File: src/rtl/aes_collect_pkg.sv
// Shared types for the AES response collector: job function codes and FIFO payloads.
// Check fields are present only when AES_COLLECT_CHECK_EN is defined.
package aes_collect_pkg;

    localparam int unsigned AES_TAG_W  = 4;
    localparam int unsigned AES_DATA_W = 128;

    typedef enum logic [1:0] {
        AES_NONE    = 2'h0,
        AES_ENC     = 2'h1,
        AES_DEC     = 2'h2,
        AES_ENC_DEC = 2'h3
    } aes_func_e;

    typedef struct packed {
        aes_func_e              func;
        logic [AES_TAG_W-1:0]   tag;
`ifdef AES_COLLECT_CHECK_EN
        logic                   exp_v;
        logic [AES_DATA_W-1:0]  exp_data;
`endif
    } aes_pend_t;

    typedef struct packed {
        logic [AES_DATA_W-1:0]  data;
        aes_func_e              func;
        logic [AES_TAG_W-1:0]   tag;
`ifdef AES_COLLECT_CHECK_EN
        logic                   miss;   // result differed from the expected value logged at issue
`endif
    } aes_resp_t;

    // Only a pure encrypt returns ciphertext; decrypt and round-trip return plaintext.
    function automatic logic [AES_DATA_W-1:0] aes_sel_data(aes_func_e func,
                                                           logic [AES_DATA_W-1:0] ct,
                                                           logic [AES_DATA_W-1:0] pt);
        return (func == AES_ENC) ? ct : pt;
    endfunction

endpackage

File: src/rtl/aes_sync_fifo.sv
// Synchronous FIFO with registered head: entries shift toward slot 0 on pop, so dout is a flop.
module aes_sync_fifo #(
    parameter type         T     = logic,
    parameter int unsigned DEPTH = 4
) (
    input  logic                   eph1,
    input  logic                   reset,
    input  logic                   push,
    input  T                       din,
    input  logic                   pop,
    output T                       dout,
    output logic                   full,
    output logic                   empty,
    output logic [$clog2(DEPTH):0] count
);

    localparam int unsigned CNT_W = $clog2(DEPTH) + 1;

    T                 mem_q [DEPTH];
    T                 mem_d [DEPTH];
    logic             push_eff;
    logic             pop_eff;
    logic [CNT_W-1:0] cnt_d;
    logic [CNT_W-1:0] wr_idx;

    assign pop_eff  = pop & ~empty;
    assign push_eff = push & (~full | pop_eff);
    assign dout     = mem_q[0];

    // Next storage image: shift on pop, then write at the first free slot after the shift.
    always_comb begin
        for (int i = 0; i < DEPTH; i++) begin
            mem_d[i] = mem_q[i];
        end
        wr_idx = pop_eff ? (count - CNT_W'(1)) : count;
        if (pop_eff) begin
            for (int i = 0; i < DEPTH - 1; i++) begin
                mem_d[i] = mem_q[i+1];
            end
            mem_d[DEPTH-1] = '0;
        end
        if (push_eff) begin
            for (int i = 0; i < DEPTH; i++) begin
                if (CNT_W'(i) == wr_idx) begin
                    mem_d[i] = din;
                end
            end
        end
        cnt_d = count + CNT_W'(push_eff) - CNT_W'(pop_eff);
    end

    always_ff @(posedge eph1) begin
        if (reset) begin
            for (int i = 0; i < DEPTH; i++) begin
                mem_q[i] <= '0;
            end
            count <= '0;
            empty <= 1'b1;
            full  <= 1'b0;
        end else begin
            for (int i = 0; i < DEPTH; i++) begin
                mem_q[i] <= mem_d[i];
            end
            count <= cnt_d;
            empty <= (cnt_d == '0);
            full  <= (cnt_d == CNT_W'(DEPTH));
        end
    end

endmodule

File: src/rtl/aes_resp_collector.sv
// Pairs AES core completions with logged jobs in order and buffers results for a valid/ready consumer.
// Define AES_COLLECT_CHECK_EN to add expected-data checking (exp_v/exp_data, mismatch, mismatch_cnt).
module aes_resp_collector
    import aes_collect_pkg::*;
#(
    parameter int unsigned DEPTH = 4,
    parameter int unsigned TAG_W = AES_TAG_W
) (
    input  logic                   eph1,
    input  logic                   reset,
    input  logic                   issue_v,
    output logic                   issue_rdy,
    input  logic [1:0]             issue_func,
    input  logic [TAG_W-1:0]       issue_tag,
    input  logic                   call_complete,
    input  logic [127:0]           ciphertext,
    input  logic [127:0]           plaintext,
    output logic                   resp_v,
    input  logic                   resp_rdy,
    output logic [127:0]           resp_data,
    output logic [1:0]             resp_func,
    output logic [TAG_W-1:0]       resp_tag,
    output logic [$clog2(DEPTH):0] outstanding,
    output logic                   err_unexpected,
`ifdef AES_COLLECT_CHECK_EN
    input  logic                   exp_v,
    input  logic [127:0]           exp_data,
    output logic                   mismatch,
    output logic [15:0]            mismatch_cnt,
`endif
    output logic                   err_bad_func
);

    localparam int unsigned CNT_W = $clog2(DEPTH) + 1;
    localparam int unsigned SUM_W = CNT_W + 1;

    aes_pend_t        pend_in;
    aes_pend_t        pend_head;
    aes_resp_t        resp_in;
    aes_resp_t        resp_head;
    logic             pend_full;
    logic             pend_empty;
    logic             resp_full;
    logic             resp_empty;
    logic [CNT_W-1:0] pend_cnt;
    logic [CNT_W-1:0] resp_cnt;
    logic             func_legal;
    logic             accept;
    logic             complete;
    logic             resp_pop;
    logic [127:0]     sel_data;
    logic [SUM_W-1:0] total_nxt;

    assign func_legal = (issue_func != AES_NONE);
    assign accept     = issue_v & issue_rdy & func_legal & ~pend_full;
    // A job accepted this cycle is not yet visible in pend, so it never pairs with this cycle's completion.
    assign complete   = call_complete & ~pend_empty & (~resp_full | resp_pop);
    assign resp_pop   = ~resp_empty & resp_rdy;
    assign sel_data   = aes_sel_data(pend_head.func, ciphertext, plaintext);
    assign total_nxt  = SUM_W'(pend_cnt) + SUM_W'(resp_cnt) + SUM_W'(accept) - SUM_W'(resp_pop);

    always_comb begin
        pend_in          = '0;
        pend_in.func     = aes_func_e'(issue_func);
        pend_in.tag      = AES_TAG_W'(issue_tag);
`ifdef AES_COLLECT_CHECK_EN
        pend_in.exp_v    = exp_v;
        pend_in.exp_data = exp_data;
`endif
    end

    always_comb begin
        resp_in      = '0;
        resp_in.data = sel_data;
        resp_in.func = pend_head.func;
        resp_in.tag  = pend_head.tag;
`ifdef AES_COLLECT_CHECK_EN
        resp_in.miss = pend_head.exp_v & (sel_data != pend_head.exp_data);
`endif
    end

    aes_sync_fifo #(.T(aes_pend_t), .DEPTH(DEPTH)) u_pend_fifo (
        .eph1  (eph1),
        .reset (reset),
        .push  (accept),
        .din   (pend_in),
        .pop   (complete),
        .dout  (pend_head),
        .full  (pend_full),
        .empty (pend_empty),
        .count (pend_cnt)
    );

    aes_sync_fifo #(.T(aes_resp_t), .DEPTH(DEPTH)) u_resp_fifo (
        .eph1  (eph1),
        .reset (reset),
        .push  (complete),
        .din   (resp_in),
        .pop   (resp_pop),
        .dout  (resp_head),
        .full  (resp_full),
        .empty (resp_empty),
        .count (resp_cnt)
    );

    assign resp_v      = ~resp_empty;
    assign resp_data   = resp_head.data;
    assign resp_func   = resp_head.func;
    assign resp_tag    = TAG_W'(resp_head.tag);
    assign outstanding = pend_cnt;

    // Credit and sticky error flags.
    always_ff @(posedge eph1) begin
        if (reset) begin
            issue_rdy      <= 1'b1;
            err_unexpected <= 1'b0;
            err_bad_func   <= 1'b0;
        end else begin
            issue_rdy <= (total_nxt < SUM_W'(DEPTH));
            if (call_complete && pend_empty) begin
                err_unexpected <= 1'b1;
            end
            if (issue_v && !func_legal) begin
                err_bad_func <= 1'b1;
            end
        end
    end

`ifdef AES_COLLECT_CHECK_EN
    always_ff @(posedge eph1) begin
        if (reset) begin
            mismatch     <= 1'b0;
            mismatch_cnt <= '0;
        end else begin
            mismatch <= resp_pop & resp_head.miss;
            if (resp_pop && resp_head.miss && (mismatch_cnt != 16'hffff)) begin
                mismatch_cnt <= mismatch_cnt + 16'd1;
            end
        end
    end
`endif

endmodule

File: config.mk
export PLATFORM = sky130hd
export DESIGN_NAME = aes_resp_collector
export DESIGN_NICKNAME = d
export VERILOG_FILES = /design/src/rtl/aes_collect_pkg.sv /design/src/rtl/aes_sync_fifo.sv /design/src/rtl/aes_resp_collector.sv
export SDC_FILE = /design/constraint.sdc
export NUM_CORES = 1
export LEC_CHECK = 0
export ABC_AREA = 1
export CAP_MARGIN = 20
export CORE_UTILIZATION = 36
export CTS_CLUSTER_SIZE = 8
export DETAILED_ROUTE_END_ITERATION = 12
export PLACE_DENSITY = 0.64
export RECOVER_POWER = 100
export SLEW_MARGIN = 20
export SYNTH_ARGS = -nofsm -noshare
export SYNTH_HDL_FRONTEND = slang
export SYNTH_SLANG_ARGS = --single-unit
export TNS_END_PERCENT = 50
File: constraint.sdc
create_clock -name eph1 -period 2.9 [get_ports eph1]
set_input_delay 0.435 -clock eph1 [delete_from_list [all_inputs] [get_ports eph1]]
set_output_delay 0.435 -clock eph1 [all_outputs]
set_load 0.02 [all_outputs]
Word level (Yosys, flattened, before mapping) --
Memories as Yosys holds them, arrays and structs flattened. Cells that the tools add are included.
Operators by class: $add $sub $neg 9, magnitude comparators 1, eq/ne operators 9, multiplexer cells 26, bitwise logic cells 25, reduce and logical (&&, ||, !) cells 8
Operators by type and width (number):
- $mux W134 | 8
- $mux W536 | 2
- $mux W128 | 1
- $mux W24 | 2
- $mux W6 | 8
- $eq A2 B3 Y1 const A | 4
- $logic_not A3 Y1 | 4
- $or A1 B1 Y1 | 11
- $and A1 B1 Y1 | 10
- $add A3 B1 Y3 | 2
- $eq A1 B3 Y1 const A | 2
- $eq A3 B3 Y1 const B | 2
- $mux W3 | 2
- $sub A3 B1 Y3 | 2
- $sub A3 B1 Y3 const B | 2
- $add A3 B3 Y4 | 1
- $add A4 B1 Y4 | 1
- $lt A4 B3 Y1 const B | 1
- $not A1 Y1 | 4
- $sub A4 B1 Y4 | 1
- $mux W1 | 3
- $eq A2 B1 Y1 const B | 1
- $logic_and A1 B1 Y1 | 2
- $reduce_bool A2 Y1 | 1
- $logic_not A1 Y1 | 1
Word-level totals: register bits 13, bits in writable memories 560, bits of input ports 267, output and inout bits 141, memories 2
Memory list:
- u_resp_fifo.mem_q | words 4, width 134, rd ports 4, clocked after Yosys merged registers in 0, wr ports 4, line aes_sync_fifo.sv:19 | T mem_q [DEPTH];
- u_pend_fifo.mem_q | words 4, width 6, rd ports 4, clocked after Yosys merged registers in 0, wr ports 4, line aes_sync_fifo.sv:19

Logic depth before layout (Yosys ltp) --
Gate-level depths: netlist (run 1).
word-level depth 10, depth in mapped cells 15

Cells and area by module --
A second synthesis (run 1) with hierarchy kept.
Second synthesis, totals: cell total of the unflattened synthesis 5253, area total of the unflattened synthesis 31173.6 µm²
By module, submodules not included:
- aes_sync_fifo at u_resp_fifo | instances 1, cells each 4791, area each 27254.9 µm²
- aes_resp_collector | instances 1, cells each 194, area each 2280.9 µm²
- aes_sync_fifo at u_pend_fifo | instances 1, cells each 268, area each 1637.8 µm²

Worst setup path after synthesis (run 1) --
OpenSTA, ideal clock, no wires.
kind input -> register, start in resp_rdy, end reg u_resp_fifo.empty, arrival time 2.450 ns, path slack 0.318 ns, cell stages on the path 12, buffers on the path 2, cell sequence inv_2 -> nor2_4 -> clkbuf_1 -> clkbuf_1 -> ha_1 -> inv_1 -> ha_1 -> inv_1 -> fa_1 -> xor2_1 -> nor2_1 -> a21oi_1
Between the ends: cells in the longest elaborated chain, start to end 7
RTL lines:
- start, declared | line aes_resp_collector.sv:19 | input logic resp_rdy,
- $and A1 B1 Y1 * | line aes_resp_collector.sv:58 | assign resp_pop = ~resp_empty & resp_rdy;
- $or A1 B1 Y1 / $and A1 B1 Y1 (equally long branches) | line aes_resp_collector.sv:57, aes_sync_fifo.sv:26
- $and A1 B1 Y1 / $or A1 B1 Y1 (equally long branches) | line aes_resp_collector.sv:57, aes_sync_fifo.sv:27
- $and A1 B1 Y1 | line aes_sync_fifo.sv:27 | assign push_eff = push & (~full | pop_eff);
- $add A3 B1 Y3 | line aes_sync_fifo.sv:49 | cnt_d = count + CNT_W'(push_eff) - CNT_W'(pop_eff);
- $sub A3 B1 Y3 * | line aes_sync_fifo.sv:49
- $logic_not A3 Y1 * | line aes_sync_fifo.sv:65 | empty <= (cnt_d == '0);
- end signal, assigned | line aes_sync_fifo.sv:65
- end, declared | line aes_sync_fifo.sv:13 | output logic empty,
Every way passes the cells marked *; elsewhere a longest branch is shown, timed or not. A chain may end at the register's enable or synchronous reset.

==> implementation parameters, run 1 <==
Parameter                              Value

Setup path
  WS Path Type    primary input to register
  Startpoint types    primary input
  Register-to-register path setup slack    0.45 ns
  Arrival time of the worst setup path    3.10 ns
  Terminus of the critical flop-to-flop path    u_resp_fifo.mem_q[1][28]
  CP startpoint    resp_rdy
  Kind of capture point of the worst setup path    register
  Maximum fanout encountered on the critical timing path    54
  R2R depth    10
  End point of the critical path    u_resp_fifo.mem_q[1][28]
  Reg2reg start    u_resp_fifo.empty
  WP data required    3.44 ns

Floorplan
  Die boundary width    286 um
  Floorplan die area    81900 sq um
  Effective utilization at floorplan    36.6%
  Vertical extent of the die    286 um
  Total I/O pin count    408
  Core Footprint    79500 sq um
  Number of cell rows    103

Global route
  Largest net degree at the start of global routing    202
  First-pass GRT wire length    142000 um
  Number of antenna violations at the first check in global routing    4
  Global route total overflow    0
  GR Util All Layers    21.1%
  Via count of the first global-routing pass    26900

Logic synthesis
  Synthesized area per cell    6.06 sq um
  Fraction of synthesized area in multiplexers    0.206%
  Register bit total from synthesis    573
  Post-synthesis cell area    29100 sq um
  Total nets after synthesis    5083
  Fraction of synthesis flops using an asynchronous set or reset pin    0%
  Synth area leaders    dfxtp_1 (39%), nand2_1 (25%), nor2_1 (8.1%)
  Top post-synthesis cells by count    nand2_1 (1958), nor2_1 (629), dfxtp_1 (573)
  Library cell with the largest summed area after synthesis    dfxtp_1
  Post-Synth Adder-Cell Area    0.611%
  Sequential area share after synthesis    39.4%
  Most common flop cell mapped by yosys    dfxtp_1
  Number of cells produced by synthesis    4803
  XOR/XNOR Fraction of Synth Area    0.206%
  Warnings from Yosys    0
  Distinct cells, synth    31
  Area fraction of the dominant cell type after synthesis    39.4%
  Number of enable-type register cells in the synthesized netlist    0
  Main combinational cell family by area after synthesis    simple AND/OR/NAND/NOR gates
  Most common cell in the synthesized netlist    nand2_1
  Compound-gate portion of the synthesized area    14.8%
  Post-Synth Simple-Gate Area    35.1%

Clock tree
  Setup Buffers After CTS    0
  Maximum level of the CTS H-tree    3
  Number of instances resized during post-cts repair    0
  Number of buffers on the longest clock path    3
  Cts bufs inserted    81
  Clock latency reported for the late side of the worst-skew pair    0.62 ns
  Worst-path clk slew    0.05 ns
  TritonCTS clock tree    yes
  Buffer type at the clock tree root    clkbuf_16
  Clock sink count    573
  Hold Buf Count CTS    0

Timing
  Final hold violation count    0
  Tmin final    2.56 ns
  Transition time at the pin with the least slew margin    0.892 ns
  Final Max Slew Viols    0
  Final setup vio count    0
  Hold Worst Slack    0.456 ns
  Worst Skew    0.0189 ns
  Max frequency    0.391 GHz
  Unrepaired setup endpoints after global routing    no
  Worst slew margin    39.9%
  Post-route fraction of the period consumed by the critical path    88.3%
  Final total negative setup slack    0 ns

Drt
  Wire length per cell    14.2 um
  Total DRC errors in the routed layout    0
  Vias    29100
  Via-to-Cell Ratio    4.74
  Total wire length    87600 um
  Number of DRC markers after the initial detailed-route iteration    2286
  Number of routed nets with antenna violations    0
  Initial DRT Pass Iterations    6

Placement
  HPWL reported at the end of detailed placement    53600 um
  # placed instances    6058
  Number of buffers added on ports    407
  Global placer's final weighted congestion    0.777

Final layout
  Fraction of final layout cells with drive strength greater than 1    4.77%
  Final Instance Count excl. Fillers    6149
  Share of the core filled with cells    46.2%
  FILL cells    8119
  Layout Area Growth over Synthesis    26.3%
  Total Nets Final    5371

Power
  Power per cell area    861 nW/um^2
  Final total power    31.6 mW
  Peak supply drop    0.676 mV
  Static Leak    17.0 nW

Worst hold path
  Hold Crit Depth    2
  Kind of path behind the tightest hold check    register to register

Status
  Run status    completed

Job
  Max Cap Violations    0
kinds of logic (layout without fill, tap and decap cells):
family / count (synthesis) / in the layout
flip-flops: 573 / 573
AO/OA/AOI/OAI: 818 / 818
AND/OR/NAND/NOR: 2672 / 2672
XOR/XNOR: 6 / 6
other: 0 / 1
multiplexers: 6 / 6
adder cells (fa/ha/maj): 13 / 13
buffers and inverters: 715 / 1010
through the flow:
step,cell area (sq um),setup slack (ns)
after floorplan,29100,0.318
after global placement,34700,0.130
after detailed placement,34700,0.0919
after CTS,36800,0.593
after global routing,36700,0.186
final,36700,0.340
per-layer routing:
metal	part of all wire [%]	routed length (um)	track usage [%]
met4	2.6	2320	7.17
met1	47	40800	28.2
met3	5.1	4470	2.98
met5	0	0	0
met2	46	40000	34.6
critical path, stage by stage:
cell and delay (ns):
clkdlybuf4s50_1 0.52, clkinv_1 0.08, nor2_1 0.42, ha_1 0.38, inv_1 0.10, nand2_1 0.10
nor2_4 0.28, nand2_4 0.09, buf_4 0.36, nand2_1 0.14, nand2_1 0.06, nor2_1 0.09
worst min path at each step:
stage                                      endpoint                 startpoint  slack [ns]
final                     u_resp_fifo.mem_q[3][128]  u_resp_fifo.mem_q[3][128]        0.46
after CTS                            err_unexpected              call_complete        0.44
after detailed placement  u_resp_fifo.mem_q[3][132]  u_resp_fifo.mem_q[3][132]        0.45
after global routing       u_resp_fifo.mem_q[3][65]   u_resp_fifo.mem_q[3][65]        0.47
after global placement    u_resp_fifo.mem_q[3][132]  u_resp_fifo.mem_q[3][132]        0.44
after floorplan           u_resp_fifo.mem_q[3][132]  u_resp_fifo.mem_q[3][132]        0.44
registers in the layout (all words and copies together) (netlist names), 3 cells and up:
register           cells
u_resp_fifo.mem_q    536
u_pend_fifo.mem_q     24
u_pend_fifo.count      3
u_resp_fifo.count      3
power breakdown:
| part | switching, mW | internal (mW) |
|---|---|---|
| combinational | 8.58 | 4.41 |
| clock | 3.40 | 5.00 |
| sequential | 0.720 | 9.53 |
| total | 12.7 | 18.9 |
layout make-up:
class | count | area, sq um | area share [%]
inverter | 369 | 1400 | 3.80
sequential | 573 | 11500 | 31.2
timing repair buffer | 551 | 5590 | 15.2
tap | 1050 | 1310 | 3.58
clock buffer | 84 | 2070 | 5.63
clock inverter | 6 | 71.3 | 0.194
multi-input combinational | 3515 | 14800 | 40.4
antenna | 1 | 2.50 | 0.00681
cells in the final DEF, fill, tap and decap left out, types with 2 or more instances in the layout:
cell                n
nand2_1          1957
nor2_1            629
dfxtp_1           573
a21oi_1           371
inv_1             364
o21ai_0           364
clkdlybuf4s50_1   265
dlygate4sd3_1     142
buf_4              97
clkbuf_16          82
a211oi_1           61
nand3_1            37
buf_12             37
nor3_1             22
o21a_1             11
o21bai_1           11
ha_1               11
and2_1              7
clkbuf_1            7
nand3b_1            6
mux2i_1             6
inv_6               5
xor2_1              5
nor2_4              4
clkbuf_2            4
or2_2               3
nand2_8             2
clkinv_1            2
nand2_4             2
fa_1                2
Note: power is estimated with default switching activity, not from simulation.
==> run 2: changes to the inputs <==
--- a/config.mk
+++ b/config.mk
@@ -12,7 +12,6 @@
 export DETAILED_ROUTE_END_ITERATION = 12
 export PLACE_DENSITY = 0.64
 export RECOVER_POWER = 100
-export SLEW_MARGIN = 20
 export SYNTH_ARGS = -nofsm -noshare
 export SYNTH_HDL_FRONTEND = slang
 export SYNTH_SLANG_ARGS = --single-unit
==> results of run 2 <==
The final DEF is identical to that of run 1; final timing and power are the same.
==> run 3: changes to the inputs <==
--- a/config.mk
+++ b/config.mk
@@ -6,11 +6,10 @@
 export NUM_CORES = 1
 export LEC_CHECK = 0
 export ABC_AREA = 1
-export CAP_MARGIN = 20
+export CAP_MARGIN = 10
 export CORE_UTILIZATION = 36
 export CTS_CLUSTER_SIZE = 8
 export DETAILED_ROUTE_END_ITERATION = 12
-export PLACE_DENSITY = 0.64
 export RECOVER_POWER = 100
 export SYNTH_ARGS = -nofsm -noshare
 export SYNTH_HDL_FRONTEND = slang
==> implementation parameters, run 3 (synthesis results as in run 1) <==
Parameter                              Value

Setup path
  WP data required    3.41 ns
  Maximum fanout encountered on the critical timing path    57
  Startpoint types    primary input
  Kind of capture point of the worst setup path    register
  WS Path Type    primary input to register
  Arrival time of the worst setup path    3.01 ns
  Register-to-register path setup slack    0.44 ns

Final layout
  Layout Area Growth over Synthesis    25.6%
  Area taken by flip-flops and latches    11500 sq um
  Commonest cells after routing, fill and taps aside    nand2_1 (1957), nor2_1 (629), dfxtp_1 (573), a21oi_1 (371)
  FILL cells    8246
  Area of combinational cells with multiple inputs    14900 sq um
  Total Nets Final    5354
  Fraction of final layout cells with drive strength greater than 1    3.98%
  Registers with the most flip-flops    u_resp_fifo.mem_q x536, u_pend_fifo.mem_q x24
  Flip-flop count of the largest register after layout    536
  Register containing the most flip-flops in the final layout    u_resp_fifo.mem_q
  Leading cell type in the layout, fill and taps excluded    nand2_1

Placement
  HPWL reported at the end of detailed placement    55200 um
  Setup slack at placement    -0.00622 ns
  Number of buffers added on ports    407
  Global placer's final weighted congestion    0.769

Power
  Power per cell area    866 nW/um^2
  Final total power    31.6 mW
  Static Leak    16.8 nW
  Peak supply drop    0.709 mV

Drt
  Wire length per cell    14.6 um
  Number of routed nets with antenna violations    0
  Total DRC errors in the routed layout    0
  Number of DRC markers after the initial detailed-route iteration    2265
  Total wire length    89300 um
  Initial DRT Pass Iterations    5
  Vias    29100
  Via-to-Cell Ratio    4.75

Clock tree
  Cts bufs inserted    81
  Clock sink count    573
  Hold Buf Count CTS    0
  Number of buffers on the longest clock path    3
  Worst-path clk slew    0.05 ns
  Setup Buffers After CTS    0
  TritonCTS clock tree    yes
  Buffer type at the clock tree root    clkbuf_16
  Maximum level of the CTS H-tree    3
  Clock latency reported for the late side of the worst-skew pair    0.61 ns
  Number of instances resized during post-cts repair    0

Timing
  PnR worst setup slack    0.399 ns
  Max frequency    0.400 GHz
  Worst slew margin    42.3%
  Unrepaired setup endpoints after global routing    no
  Final total negative setup slack    0 ns
  Post-route fraction of the period consumed by the critical path    86.2%
  Final Max Slew Viols    0
  Tmin final    2.50 ns
  Transition time at the pin with the least slew margin    0.856 ns
  Worst Skew    0.0199 ns
  Hold Worst Slack    0.456 ns
  Final setup vio count    0
  Final hold violation count    0

Floorplan
  Total I/O pin count    408
  Effective utilization at floorplan    36.6%
  Vertical extent of the die    286 um
  Floorplan die area    81900 sq um
  Number of cell rows    103
  Die boundary width    286 um
  Core Footprint    79500 sq um

Status
  Run status    completed

Global route
  Largest net degree at the start of global routing    181
  GR Util All Layers    21.5%
  First-pass GRT wire length    144000 um
  Number of antenna violations at the first check in global routing    1
  Via count of the first global-routing pass    26700
  Global route total overflow    0

Job
  Max Cap Violations    0

Worst hold path
  Kind of path behind the tightest hold check    register to register
run 3: cell count changes in the layout (fill, tap and decap cells not counted), moves of 2 or more:
cell | previous run | this run
buf_4 | 97 | 53
clkbuf_1 | 7 | 32
clkbuf_16 | 82 | 85
buf_12 | 37 | 34
clkbuf_2 | 4 | 8
inv_6 | 5 | 3
run 3: cell type report:
class	instances	area share [%]
multi-input combinational	3515	40.7
inverter	369	3.83
clock inverter	2	0.0480
sequential	573	31.4
timing repair buffer	534	14.6
antenna	1	0.00685
tap	1050	3.60
clock buffer	87	5.87
run 3: worst paths after layout:
check	cells after the start	start	to
worst min register to register	2	u_resp_fifo.mem_q[3][12]	u_resp_fifo.mem_q[3][12]
worst min-delay path	2	u_resp_fifo.mem_q[3][12]	u_resp_fifo.mem_q[3][12]
worst max-delay path	11	resp_rdy	u_resp_fifo.mem_q[2][5]
worst max register to register	11	u_resp_fifo.empty	u_resp_fifo.mem_q[2][5]
run 3: where the power goes:
part	leakage (nW)	internal, mW	switching [mW]	total, mW
combinational	11.1	4.25	8.60	12.9
sequential	4.66	9.53	0.727	10.3
clock	1.06	5.13	3.39	8.52
total	16.8	18.9	12.7	31.6
run 3: worst max-delay path, cell delays in order:
cell           delay, ns
dlygate4sd3_1       0.65
nand2_8             0.15
nand2_1             0.20
nand2_8             0.28
inv_6               0.08
buf_12              0.20
nand2_1             0.23
clkbuf_1            0.48
nand2_1             0.13
nand2_1             0.10
nor2_1              0.04
run 3: per-layer routing:
layer / track usage, % / wire, um / vias to the layer above / part of all wire [%]
met3: 2.90 / 4230 / 83 / 4.7
met5: 0 / 0 / - / 0
met4: 5.40 / 1430 / 0 / 1.6
li1: - / - / 15300 / -
met1: 29.0 / 42000 / 13100 / 47
met2: 35.9 / 41600 / 641 / 47
run 3: metrics by stage:
step | util [%] | std cells | cell area (sq um)
final | 45.9 | 6131 | 36500
after global routing | 45.9 | 6130 | 36500
after CTS | 46.1 | 6130 | 36700
after detailed placement | 43.4 | 6041 | 34500
after global placement | 43.4 | 6041 | 34500
after floorplan | - | 4803 | 29100
